===== src/rtl/seq_gen_110.sv =====
// seq_gen_110: serial frame transmitter.
// Each accepted word goes out as a sync preamble, then the data word MSB first.
module seq_gen_110 #(
    parameter int                DATA_W   = 8,
    parameter int                SYNC_W   = 3,
    parameter logic [SYNC_W-1:0] SYNC_PAT = 3'b110,
    parameter logic              IDLE_LVL = 1'b0
) (
    input  logic              clk,
    input  logic              rst,
    input  logic [DATA_W-1:0] data_in,
    input  logic              valid,
    output logic              ready,
    output logic              x,
    output logic              busy,
    output logic              done
);

    localparam int MAXW = (SYNC_W > DATA_W) ? SYNC_W : DATA_W;
    localparam int CW   = $clog2(MAXW);

    typedef enum logic [1:0] {
        S_IDLE,
        S_SYNC,
        S_DATA
    } state_t;

    state_t            r_state;
    logic [CW-1:0]     r_cnt;
    logic [DATA_W-1:0] r_shift;
    logic [SYNC_W-1:0] r_pat;
    logic              r_x;

    logic w_last;
    logic w_acc;

    assign w_last = (r_state == S_DATA) && (r_cnt == CW'(DATA_W - 1));
    assign ready  = (r_state == S_IDLE) || w_last;
    assign busy   = (r_state != S_IDLE);
    assign done   = w_last;
    assign w_acc  = valid && ready;
    assign x      = r_x;

    // r_pat holds the preamble bits still to be sent, next bit in the MSB.
    always_ff @(posedge clk) begin
        if (rst) begin
            r_state <= S_IDLE;
            r_cnt   <= '0;
            r_shift <= '0;
            r_pat   <= '0;
            r_x     <= IDLE_LVL;
        end else begin
            unique case (r_state)
                S_IDLE: begin
                    if (w_acc) begin
                        r_shift <= data_in;
                        r_pat   <= SYNC_PAT << 1;
                        r_x     <= SYNC_PAT[SYNC_W-1];
                        r_cnt   <= '0;
                        r_state <= S_SYNC;
                    end
                end
                S_SYNC: begin
                    if (r_cnt == CW'(SYNC_W - 1)) begin
                        r_x     <= r_shift[DATA_W-1];
                        r_cnt   <= '0;
                        r_state <= S_DATA;
                    end else begin
                        r_x   <= r_pat[SYNC_W-1];
                        r_pat <= r_pat << 1;
                        r_cnt <= r_cnt + CW'(1);
                    end
                end
                S_DATA: begin
                    if (!w_last) begin
                        r_x     <= r_shift[DATA_W-2];
                        r_shift <= r_shift << 1;
                        r_cnt   <= r_cnt + CW'(1);
                    end else if (w_acc) begin
                        r_shift <= data_in;
                        r_pat   <= SYNC_PAT << 1;
                        r_x     <= SYNC_PAT[SYNC_W-1];
                        r_cnt   <= '0;
                        r_state <= S_SYNC;
                    end else begin
                        r_x     <= IDLE_LVL;
                        r_cnt   <= '0;
                        r_state <= S_IDLE;
                    end
                end
                default: begin
                    r_x     <= IDLE_LVL;
                    r_cnt   <= '0;
                    r_state <= S_IDLE;
                end
            endcase
        end
    end

endmodule


===== config.mk =====
export PLATFORM = sky130hd
export DESIGN_NAME = seq_gen_110
export DESIGN_NICKNAME = d
export VERILOG_FILES = /design/src/rtl/seq_gen_110.sv
export SDC_FILE = /design/constraint.sdc
export NUM_CORES = 1
export LEC_CHECK = 0
export ABC_AREA = 1
export BUFFER_PORTS_ARGS = -buffer_cell sky130_fd_sc_hd__buf_2
export CAP_MARGIN = 25
export CORE_MARGIN = 1.5
export CORE_UTILIZATION = 49
export DETAILED_ROUTE_END_ITERATION = 10
export PLACE_DENSITY = 0.83
export SYNTH_ARGS = -nofsm -noshare
export SYNTH_HDL_FRONTEND = slang
export SYNTH_SLANG_ARGS = --single-unit

===== constraint.sdc =====
create_clock -name clk -period 3 [get_ports clk]
set_input_delay 0 -clock clk [delete_from_list [all_inputs] [get_ports clk]]
set_output_delay 0 -clock clk [all_outputs]
set_load 0.02 [all_outputs]

==> qor.txt <==
STATUS
------------------------------------------------------------------------------
Status                                                            finished, final reports clean

DIE
------------------------------------------------------------------------------
Die height                                                            45.61 um
Std cell rows                                                               15
Effective utilization at floorplan                                      0.5209
Core ar.                                                              1708 um2
Horizontal die dimension                                              45.61 um
Die Footprint                                                         2080 um2
Number of ports placed on the die boundary                                  15

PLACED DESIGN
------------------------------------------------------------------------------
Routability cong.                                                       0.8380
Placed cells                                                               167
Port buffer count                                                           14
Half-perimeter wire length of the detailed placement result            1405 um

STA
------------------------------------------------------------------------------
Hold violation total from the final report                                   0
Final setup violation count                                                  0
Fmax                                                                0.6160 GHz
Worst Skew                                                         0.002086 ns
Time the final worst path needs with I/O delays and setup             1.623 ns
Remaining max-slew budget at the tightest pin                           0.7869
Actual slew at the worst max-slew pin                                0.3164 ns
Max-slew violations                                                          0
Unrepaired setup endpoints after global routing                          false
Final clock period utilization by the worst path                        0.5411
Total Negative Setup Slacks                                               0 ns

YOSYS
------------------------------------------------------------------------------
Post-Synthesis Net Count                                                   147
Area leader, netlist                                              sky130_fd_sc_hd__dfxtp_1
Distinct cells, synth                                                       20
Area of the mapped netlist                                           889.6 um2
Ranking of synthesized cells by area                              sky130_fd_sc_hd__dfxtp_1 34%, sky130_fd_sc_hd__nand2_1 13%, sky130_fd_sc_hd__ha_1 9.8%
Share of the synthesized area in the top cell type                      0.3376
Count of mapped cells out of synthesis                                     129
Post-synthesis sequential element count                                     15
Yosys warnings                                                               0
Sequential fraction of the synthesis area                               0.3376
Per-instance average area after synthesis                            6.896 um2

SETUP PATH
------------------------------------------------------------------------------
Element type at the critical path start                              flip-flop
Cell occurring most often along the worst timing path             sky130_fd_sc_hd__ha_1
Crit-path cells                                                   ha_1, ha_1, inv_1, nand2_2, a21oi_1, o21ai_0, nor2_1
Slowest library cell on the worst path                            sky130_fd_sc_hd__dfxtp_1
Worst Reg-to-Reg Cells                                                       7
Worst path top cell family by delay                                adder cells
Setup slack, reg-to-reg                                                1.38 ns
Delay of the slowest cell on the worst path                            0.34 ns
Startpoint of the most critical register-to-register path             r_cnt[0]
CP max FO                                                                   12
Crit path capture type                                               flip-flop
Levels on crit path                                                          7
Worst Path Required                                                    3.24 ns
Type of the setup path with the least slack                       flip-flop to flip-flop
Endpoint of the lowest-slack register-to-register path              r_shift[4]
Buffers and inverters on the worst path                                      1
CP arrival                                                             1.86 ns

CELLS AND AREA
------------------------------------------------------------------------------
Total of fill cells in the finished design                                 165
Fraction of layout instances using a drive strength above 1             0.1812
Most common library cell in the layout ignoring fill and taps     sky130_fd_sc_hd__nand2_1
Filler-free cell count of the finished design                              174
Diode count                                                                  0
Highest-count cells in the layout ignoring fill and taps          30 x sky130_fd_sc_hd__nand2_1, 17 x sky130_fd_sc_hd__inv_1, 16 x sky130_fd_sc_hd__a21oi_1
Net count of the finished layout                                           168
Area growth from synthesis to final layout                              16.60%

DETAILED ROUTING
------------------------------------------------------------------------------
Number of iterations in the first detailed-routing pass                      5
Via total after detailed routing                                           836
Drt total wl                                                           1877 um
Number of DRC violations after detailed routing                              0
Wire per inst                                                         10.79 um
Vias/cell                                                                4.805
1st-iter DRT viols                                                          29
Remaining antenna violation count                                            0

CLOCK TREE
------------------------------------------------------------------------------
Insertion delay of the later-clocked pin in the worst-skew pair        0.29 ns
Number of levels in the clock H-tree                                         1
Post-CTS setup repair buffer count                                           0
Clock tree from TritonCTS                                                 done
Number of buffers created by CTS                                             3
CTS Buffer Depth                                                             2
Root buf cell                                                     sky130_fd_sc_hd__clkbuf_4
Clock transition at path regs                                          0.10 ns
# clock sinks                                                               15

WORST HOLD PATH
------------------------------------------------------------------------------
Min-delay src                                                       data_in[2]
Min-delay worst type                                              primary input to flip-flop
Destination of the worst hold path                                  r_shift[2]
Hold path depth                                                              4

POWER
------------------------------------------------------------------------------
Pwr per Cell Area                                                 800.8 nW/um2
Standby leakage power                                             0.0005084 uW
Max rail drop VDD                                                  0.0003789 V

GLOBAL ROUTING
------------------------------------------------------------------------------
Wire length of the first global-routing pass                           2967 um
Tot GR Track Use                                                        0.1966
Initial antenna violation count                                              0
Pin count of the biggest net entering global routing                        13
Number of global-route vias before repair                                  713
GR Overflow Total                                                            0

FLOW RUN
------------------------------------------------------------------------------
Max-capacitance violation count                                              0

area by class of cell:
type | count | area [um2] | area share
multi-input combinational | 94 | 506.7 | 0.4885
sequential | 15 | 300.3 | 0.2895
timing repair buffer | 17 | 100.1 | 0.09650
inverter | 19 | 71.32 | 0.06876
tap | 25 | 31.28 | 0.03016
clock buffer | 3 | 22.52 | 0.02171
clock inverter | 1 | 5.005 | 0.004825
logic make-up after synthesis:
group | share of synthesized area
flip-flops | 0.3376
adder cells (fa/ha/maj) | 0.09845
AO/OA/AOI/OAI | 0.1688
AND/OR/NAND/NOR | 0.3024
buffers and inverters | 0.09283
worst reg2reg max path, cell delays in order (launching register included):
cell                      delay, ns
sky130_fd_sc_hd__dfxtp_1       0.34
sky130_fd_sc_hd__ha_1          0.20
sky130_fd_sc_hd__ha_1          0.24
sky130_fd_sc_hd__inv_1         0.09
sky130_fd_sc_hd__nand2_2       0.15
sky130_fd_sc_hd__a21oi_1       0.32
sky130_fd_sc_hd__o21ai_0       0.13
sky130_fd_sc_hd__nor2_1        0.11
power by group:
group	internal (uW)	switching, uW
registers	272	38.7
logic	138	262
clock network	49.6	70.8
routing by layer:
metal | vias to the layer above | GRT usage | share of wire
li1 | 453 | - | -
met1 | 348 | 0.2560 | 0.49
met2 | 30 | 0.3042 | 0.44
met3 | 5 | 0.03968 | 0.062
met4 | 0 | 0.1000 | 0.012
met5 | - | 0 | 0
registers in the layout, indices dropped and copies added, names as in the netlist:
signal / flops
r_shift: 8
x: 1
r_pat: 1
r_cnt: 3
r_state: 2
worst max-delay path by stage:
| stage | start | end | slack [ns] |
|---|---|---|---|
| 6_report | r_cnt[0] | r_shift[4] | 1.38 |
| 5_1_grt | r_cnt[0] | r_shift[1] | 1.23 |
| 4_1_cts | r_cnt[0] | r_shift[1] | 1.41 |
| 3_5_place_dp | r_cnt[0] | r_shift[1] | 1.42 |
| 3_3_place_gp | r_cnt[0] | r_shift[1] | 1.46 |
| 2_1_floorplan | r_cnt[0] | r_shift[2] | 1.53 |
synth_stat cells:
cell type,count
sky130_fd_sc_hd__nor3_1,1
sky130_fd_sc_hd__inv_1,17
sky130_fd_sc_hd__inv_2,2
sky130_fd_sc_hd__buf_6,1
sky130_fd_sc_hd__o31ai_1,1
sky130_fd_sc_hd__o21ai_0,11
sky130_fd_sc_hd__nand3_1,3
sky130_fd_sc_hd__or2_0,4
sky130_fd_sc_hd__nand2_2,3
sky130_fd_sc_hd__nand3_2,1
sky130_fd_sc_hd__nor2_2,1
sky130_fd_sc_hd__nor2_1,11
sky130_fd_sc_hd__nand2_1,30
sky130_fd_sc_hd__dfxtp_1,15
sky130_fd_sc_hd__nor2_4,1
sky130_fd_sc_hd__nand4_1,2
sky130_fd_sc_hd__a21oi_1,16
sky130_fd_sc_hd__nand2_4,1
sky130_fd_sc_hd__ha_1,7
sky130_fd_sc_hd__o211ai_1,1
metrics by stage:
step                      setup slack, ns  instance area [um2]  utilization  hold slack, ns  total power (uW)
after global placement              1.462                979.7       0.5736          0.2220             696.2
after floorplan                     1.529                889.6            -         0.06907             618.1
after global routing                1.226                 1037       0.6073         0.05478             904.5
after detailed placement            1.423                979.7       0.5736          0.2459             705.4
after CTS                           1.407                 1037       0.6073         0.03480             831.4
final                               1.377                 1037       0.6073         0.03469             830.6
repair_timing:
item | CTS | global route
hold buffers | 3 | 0
endpoints found under the hold margin | 8 | 0
gates resized for setup | 0 | 0
Note: power is estimated with default switching activity, not from simulation.
